--- src/rtl/sync_down_counter.sv ---
// -----------------------------------------------------------------------------
// sync_down_counter
//
// Loadable synchronous down counter with one-shot and periodic auto-reload
// modes. A reload register (rl) remembers the last loaded value. In auto-reload
// mode the count runs rl, rl-1, ..., 1, 0 and then reloads, so one period is
// rl+1 enabled cycles. Each period produces exactly one terminal-count pulse,
// in the cycle in which Q becomes 0.
//
// Parameters
//   WIDTH        counter width in bits (2 or more)
//
// Ports
//   clk          single clock, rising-edge active
//   reset        asynchronous, active-high reset (Q=0, rl=0, IDLE, tc=0)
//   clr          synchronous clear to IDLE (Q=0, rl kept); highest priority
//   load         synchronous load of load_val (beats en)
//   load_val     start / reload value
//   en           count enable, one decrement per enabled edge while RUN
//   auto_reload  1 = periodic reload, 0 = one-shot
//   Q            current count (registered)
//   tc           terminal-count pulse, one cycle wide (registered)
//   busy         high while the state is RUN (registered)
//   zero         high when Q == 0 (combinational from Q)
// -----------------------------------------------------------------------------
module sync_down_counter #(
  parameter int WIDTH = 4
) (
  input  logic             clk,
  input  logic             reset,
  input  logic             clr,
  input  logic             load,
  input  logic [WIDTH-1:0] load_val,
  input  logic             en,
  input  logic             auto_reload,
  output logic [WIDTH-1:0] Q,
  output logic             tc,
  output logic             busy,
  output logic             zero
);

  typedef enum logic [1:0] {
    ST_IDLE = 2'b00,
    ST_RUN  = 2'b01,
    ST_DONE = 2'b10
  } state_t;

  localparam logic [WIDTH-1:0] CNT_ZERO = {WIDTH{1'b0}};
  localparam logic [WIDTH-1:0] CNT_ONE  = {{(WIDTH-1){1'b0}}, 1'b1};

  state_t           state_r;
  state_t           state_nxt_s;
  logic [WIDTH-1:0] q_r;
  logic [WIDTH-1:0] q_nxt_s;
  logic [WIDTH-1:0] rl_r;
  logic [WIDTH-1:0] rl_nxt_s;
  logic             tc_r;
  logic             tc_nxt_s;
  logic             busy_r;

  // Next-state / next-count decision with priority clr > load > en.
  always_comb begin
    state_nxt_s = state_r;
    q_nxt_s     = q_r;
    rl_nxt_s    = rl_r;
    tc_nxt_s    = 1'b0;   // tc is a pulse: low unless this edge hits terminal count

    if (clr) begin
      q_nxt_s     = CNT_ZERO;
      state_nxt_s = ST_IDLE;
    end else if (load) begin
      q_nxt_s  = load_val;
      rl_nxt_s = load_val;
      // A zero load has nothing to count, so it finishes silently (no tc).
      if (load_val != CNT_ZERO) begin
        state_nxt_s = ST_RUN;
      end else begin
        state_nxt_s = ST_DONE;
      end
    end else if (en) begin
      case (state_r)
        ST_RUN: begin
          if (q_r > CNT_ONE) begin
            q_nxt_s = q_r - CNT_ONE;
          end else if (q_r == CNT_ONE) begin
            // Reaching zero is the terminal count; mode decides whether we keep running.
            q_nxt_s = CNT_ZERO;
            tc_nxt_s = 1'b1;
            if (auto_reload) begin
              state_nxt_s = ST_RUN;
            end else begin
              state_nxt_s = ST_DONE;
            end
          end else begin
            // Sitting at zero in RUN: reload, or stop if the mode was switched
            // to one-shot after the terminal count. Never wraps to all-ones.
            if (auto_reload) begin
              q_nxt_s = rl_r;
            end else begin
              state_nxt_s = ST_DONE;
            end
          end
        end
        ST_IDLE: begin
          state_nxt_s = ST_IDLE;
        end
        ST_DONE: begin
          state_nxt_s = ST_DONE;
        end
        default: begin
          // Unreachable encoding: fall back to a safe, stopped state.
          state_nxt_s = ST_IDLE;
          q_nxt_s     = CNT_ZERO;
        end
      endcase
    end else begin
      state_nxt_s = state_r;
      q_nxt_s     = q_r;
    end
  end

  // State, count, reload and pulse registers; reset forces the idle condition at once.
  always_ff @(posedge clk or posedge reset) begin
    if (reset) begin
      state_r <= ST_IDLE;
      q_r     <= CNT_ZERO;
      rl_r    <= CNT_ZERO;
      tc_r    <= 1'b0;
      busy_r  <= 1'b0;
    end else begin
      state_r <= state_nxt_s;
      q_r     <= q_nxt_s;
      rl_r    <= rl_nxt_s;
      tc_r    <= tc_nxt_s;
      busy_r  <= (state_nxt_s == ST_RUN);
    end
  end

  assign Q    = q_r;
  assign tc   = tc_r;
  assign busy = busy_r;
  assign zero = (q_r == CNT_ZERO);

endmodule
--- config.mk ---
export PLATFORM = sky130hd
export DESIGN_NAME = sync_down_counter
export DESIGN_NICKNAME = d
export VERILOG_FILES = /design/src/rtl/sync_down_counter.sv
export SDC_FILE = /design/constraint.sdc
export NUM_CORES = 1
export LEC_CHECK = 0
export BUFFER_PORTS_ARGS = -buffer_cell sky130_fd_sc_hd__buf_2
export CAP_MARGIN = 20
export CORE_UTILIZATION = 56
export CTS_CLUSTER_DIAMETER = 150
export DETAILED_ROUTE_END_ITERATION = 6
export GPL_TIMING_DRIVEN = 0
export PLACE_DENSITY = 0.82
export SETUP_SLACK_MARGIN = 0.05
export SLEW_MARGIN = 20
export SYNTH_ARGS = -nofsm -noshare
export SYNTH_HDL_FRONTEND = slang
export SYNTH_SLANG_ARGS = --single-unit
export TNS_END_PERCENT = 1
--- constraint.sdc ---
create_clock -name clk -period 3.3 [get_ports clk]
set_input_delay 0.495 -clock clk [delete_from_list [all_inputs] [get_ports clk]]
set_output_delay 0.495 -clock clk [all_outputs]
set_load 0.1 [all_outputs]
Yosys cells after proc, flatten, opt, wreduce, memory -nomap -nowiden
Index checks and enable logic that the tools add are counted.
Widths: inputs -> output; s select.
{"block": "totals", "word_cells": 43, "reg_bits": 12, "out_inout_bits": 7}
{"block": "op_classes", "reduce_logical": 7, "magnitude_cmp": 1, "add_sub_neg": 1, "bitwise": 1, "mux": 22, "n_eq_ne": 6}
{"operator": "$mux 4", "count": 6}
{"operator": "$mux 2", "count": 8}
{"operator": "$pmux 4 s2", "count": 1}
{"operator": "$mux 1", "count": 6}
{"operator": "$ne 6x6->1 const B", "count": 1}
{"operator": "$eq 2x1->1 const B", "count": 2}
{"operator": "$eq 4x1->1 const B", "count": 1}
{"operator": "$gt 4x1->1 const B", "count": 1}
{"operator": "$logic_not 4->1", "count": 1}
{"operator": "$pmux 2 s2", "count": 1}
{"operator": "$reduce_bool 4->1", "count": 1}
{"operator": "$sub 4x1->4 const B", "count": 1}
{"operator": "$ne 3x1->1 const B", "count": 1}
{"operator": "$reduce_and 3->1", "count": 1}
{"operator": "$reduce_bool 3->1", "count": 1}
{"operator": "$eq 2x2->1 const B", "count": 1}
{"operator": "$logic_not 2->1", "count": 1}
{"operator": "$reduce_and 2->1", "count": 1}
{"operator": "$reduce_or 2->1", "count": 1}
{"operator": "$not 1->1", "count": 1}

Longest topological paths before layout
{"block": "logic_depth", "depth_word": 8, "ltp_mapped": 6}

Worst setup path after synthesis
No wires, ideal clock.
{"block": "synth_timing", "path_kind": "register -> output", "start": "reg q_r[3], in the netlist Q[3]", "end": "out zero", "stages_incl_launch_ff": 4, "n_path_buf": 1, "required_ps": 2805, "t_arrival_ps": 1959, "path_slack_ps": 846, "cell_sequence": "dfrtp_1 -> clkbuf_1 -> nor2_1 -> and2_1"}
{"block": "synth_between", "elab_chain_cells": 1}
{"item": "start, declared", "line": "53", "rtl": "logic [WIDTH-1:0] q_r;"}
{"item": "start signal, assigned", "line": "132", "rtl": "q_r <= q_nxt_s;"}
{"item": "$logic_not 4->1", "line": "142", "rtl": "assign zero = (q_r == CNT_ZERO);"}
{"item": "end, declared", "line": "39", "rtl": "output logic zero"}
Every way passes these cells.

Worst setup path in the final report
Same ends and word-level chain as after synthesis.

==> flow_summary.toml <==
[cts]
hold_bufs_at_cts = 0
cts.repair.resized = 0
clk_pin_slew_ps = 70
clkSinkCount = 12
cts_made_buffers = 3
clock_insertion_delay_worst_skew_ps = 270
clockBufferDepth = 2
cts_tree = "yes"
maximum_level_of_the_cts_h_tree = 1
ctsRootBufferMaster = "clkbuf_4"
cts_setup_buffers = 0

[yosys]
syn-mean-instance-area_um2 = 8.81
synth.yosys.warnings = 0
postSynthCellCount = 90
netlist-cell-type-count = 31
mappedNetlistNets = 106
syn_area_um2 = 793
synth_seq_cells = 12
yosysSeqAreaShare_pct = 37.9

[route]
post_drt_wl_per_cell_um = 13.6
post_dr_vias_cell = 5.69
drt-initial-drc-count = 19
overall_routed_net_length_um = 1690
drt_first_pass_iters = 4
detailed_route_drc_error_count = 0
number_of_vias_after_detailed_routing = 705
ant_nets = 0

[setup_path]
cpPeakStageDelay_ps = 410
arrival_ps = 1600
crit_path_cell_count = 4
worst-endpoint-required_ps = 2800
path_class = "reg2out"
cells_along_the_critical_path = "clkbuf_1 > nor2_1 > and2_1 > buf_2"
setup.reg_to_reg.worst_slack_ps = 1420
r2r.worst_path.cells = 6
family_of_cells_with_the_greatest_summed_delay_on_the_critical_path = "buffers and inverters"
worst_setup_path_start_kind = "flop"
path_buf_inv = 2
critical_path_peak_fanout = 8
worst_setup_path_end_kind = "output pin"
reg2reg_from = "Q[0]$_DFFE_PP0P_"
regToRegEndpoint = "Q[3]$_DFFE_PP0P_"
cpMaxStageDelayCell = "buf_2"

[global_routing]
first_global_vias = 660
global_route.usage.total_pct = 26.3
grt_first_pass_wirelength_um = 2710
pin_count_of_the_biggest_net_entering_global_routing = 13
grt-ovfl-total = 0
grt_antenna_before_repair = 0

[timing]
slew_viol_final = 0
unrepaired_setup_endpoints_after_global_routing = "no"
max_freq_mhz = 477
clock_tree_skew_after_final_layout_ps = 5.42
maxSlewHeadroom_pct = 63.5
worst_slew_pin_slew_ps = 540
layout_min_cycle_time_ps = 2100
report.final.setup_viol = 0
final.setup.tns_ps = 0
hold_viol = 0
portion_of_the_clock_cycle_consumed_by_the_worst_path_in_the_final_layout_pct = 63.5
hold_slack_ps = 233

[power_and_ir_drop]
cellLeakagePower_nw = 0.474
vdd.ir_drop.worst_mv = 0.291
finalPower_uw = 421
pwr_dens_mw_per_mm2 = 460

[placed_design]
gp_routability_congestion = 0.860
post-place-cells = 121
io_buffer_count = 16
dp_hpwl_um = 1340

[final_layout]
area_growth_synth_to_finish_pct = 15.3
num_antenna_cells = 0
final_cells = 124
finish.net_count = 127
drive_above_1_share_pct = 22.0

[die]
initial_core_util_pct = 61.0
floorplan.die_area_mm2 = 0.00157
row_count = 13
number_of_top_level_pins = 17
fp.dieH_um = 39.6
core_region_area_mm2 = 0.00130
dieWidth_um = 39.6

[run_status]
status = "completed"

[worst_hold_path]
min-delay-path-class = "in2async"

[job]
maximum_capacitance_violations = 0
[per-layer routing]
layer	wire length (um)	track usage, %
met1	804	33.3
met5	0	0
met3	68	1.70
met2	800	44.7
met4	16	12.9
[report_power, final]
part           internal, mW  switching (mW)
Sequential            0.160          0.0126
Combinational        0.0435           0.117
Clock                0.0422          0.0457
[sequential cells by signal, summed over array words and instances, names as in the netlist]
register,cells
tc,1
busy,1
rl_r,4
Q,4
state_r,2
[worst reg2reg max path, cell delays in order, from the launching register on]
cell	delay, ps
dfrtp_1	470
inv_1	100
ha_1	260
or3_1	340
a2111oi_2	360
o21ai_1	120
a31oi_1	160
[synthesized netlist by cell type]
master | count | share of area (%)
or2_2 | 1 | 0.79
nand2b_1 | 2 | 1.6
or3b_1 | 1 | 1.1
a31oi_1 | 4 | 3.2
nand4bb_1 | 1 | 1.4
o21ai_0 | 2 | 1.3
inv_1 | 9 | 4.3
a22o_1 | 1 | 1.1
nor4b_2 | 1 | 1.9
o221ai_1 | 1 | 1.1
a2111oi_2 | 1 | 1.9
nor3_1 | 1 | 0.63
nand2_1 | 15 | 7.1
clkbuf_1 | 1 | 0.47
a22oi_4 | 1 | 2.7
nor2b_1 | 2 | 1.6
o31a_2 | 1 | 1.3
dfrtp_1 | 12 | 38
or2_1 | 1 | 0.79
o311a_1 | 1 | 1.3
ha_1 | 6 | 9.5
o21ai_1 | 2 | 1.3
nor4b_1 | 1 | 1.1
a21oi_1 | 6 | 3.8
o41ai_1 | 1 | 1.1
nor2_1 | 7 | 3.3
or3_1 | 1 | 0.79
or4_1 | 1 | 0.95
and2_1 | 4 | 3.2
o21bai_1 | 1 | 0.95
o211ai_1 | 1 | 0.95
[worst max-delay path by stage]
| stage | from | end | slack [ps] |
|---|---|---|---|
| 2_1_floorplan | Q[3]$_DFFE_PP0P_ | zero | 850 |
| 3_3_place_gp | Q[0]$_DFFE_PP0P_ | Q[3]$_DFFE_PP0P_ | 1490 |
| 3_5_place_dp | Q[0]$_DFFE_PP0P_ | Q[3]$_DFFE_PP0P_ | 1440 |
| 4_1_cts | Q[3]$_DFFE_PP0P_ | zero | 1200 |
| 5_1_grt | Q[3]$_DFFE_PP0P_ | zero | 1130 |
| 6_report | Q[3]$_DFFE_PP0P_ | zero | 1200 |
[cell families (layout without fill, tap and decap cells)]
| group | Yosys count | after routing | share of synthesized area [%] |
|---|---|---|---|
| AOI/OAI and AO/OA | 23 | 23 | 21.8 |
| adders and majority gates | 6 | 6 | 9.46 |
| buffers and inverters | 10 | 29 | 4.73 |
| DFF | 12 | 12 | 37.9 |
| and+or+nand+nor | 39 | 39 | 26.2 |
[stage by stage]
stage,cell area (um^2),worst slack (ps),util [%]
2_1_floorplan,793,846,-
3_3_place_gp,892,1490,68.6
3_5_place_dp,892,1440,68.6
4_1_cts,915,1200,70.3
5_1_grt,915,1130,70.3
6_report,915,1200,70.3
[layout make-up]
type | count | area (um^2)
inverters | 9 | 33.8
multi-input cells | 68 | 455
clock buffers | 3 | 22.5
well taps | 15 | 18.8
repair buffers | 16 | 80.1
flip-flops and latches | 12 | 300
plain buffers | 1 | 3.75
fillers | 115 | 387
[placed cells by master, fill, tap and decap left out, types with 3 or more instances in the layout]
cell and instances:
buf_2 16, nand2_1 15, dfrtp_1 12, inv_1 9
nor2_1 7, a21oi_1 6, ha_1 6, and2_1 4
a31oi_1 4, clkbuf_4 3
Note: power is estimated with default switching activity, not from simulation.
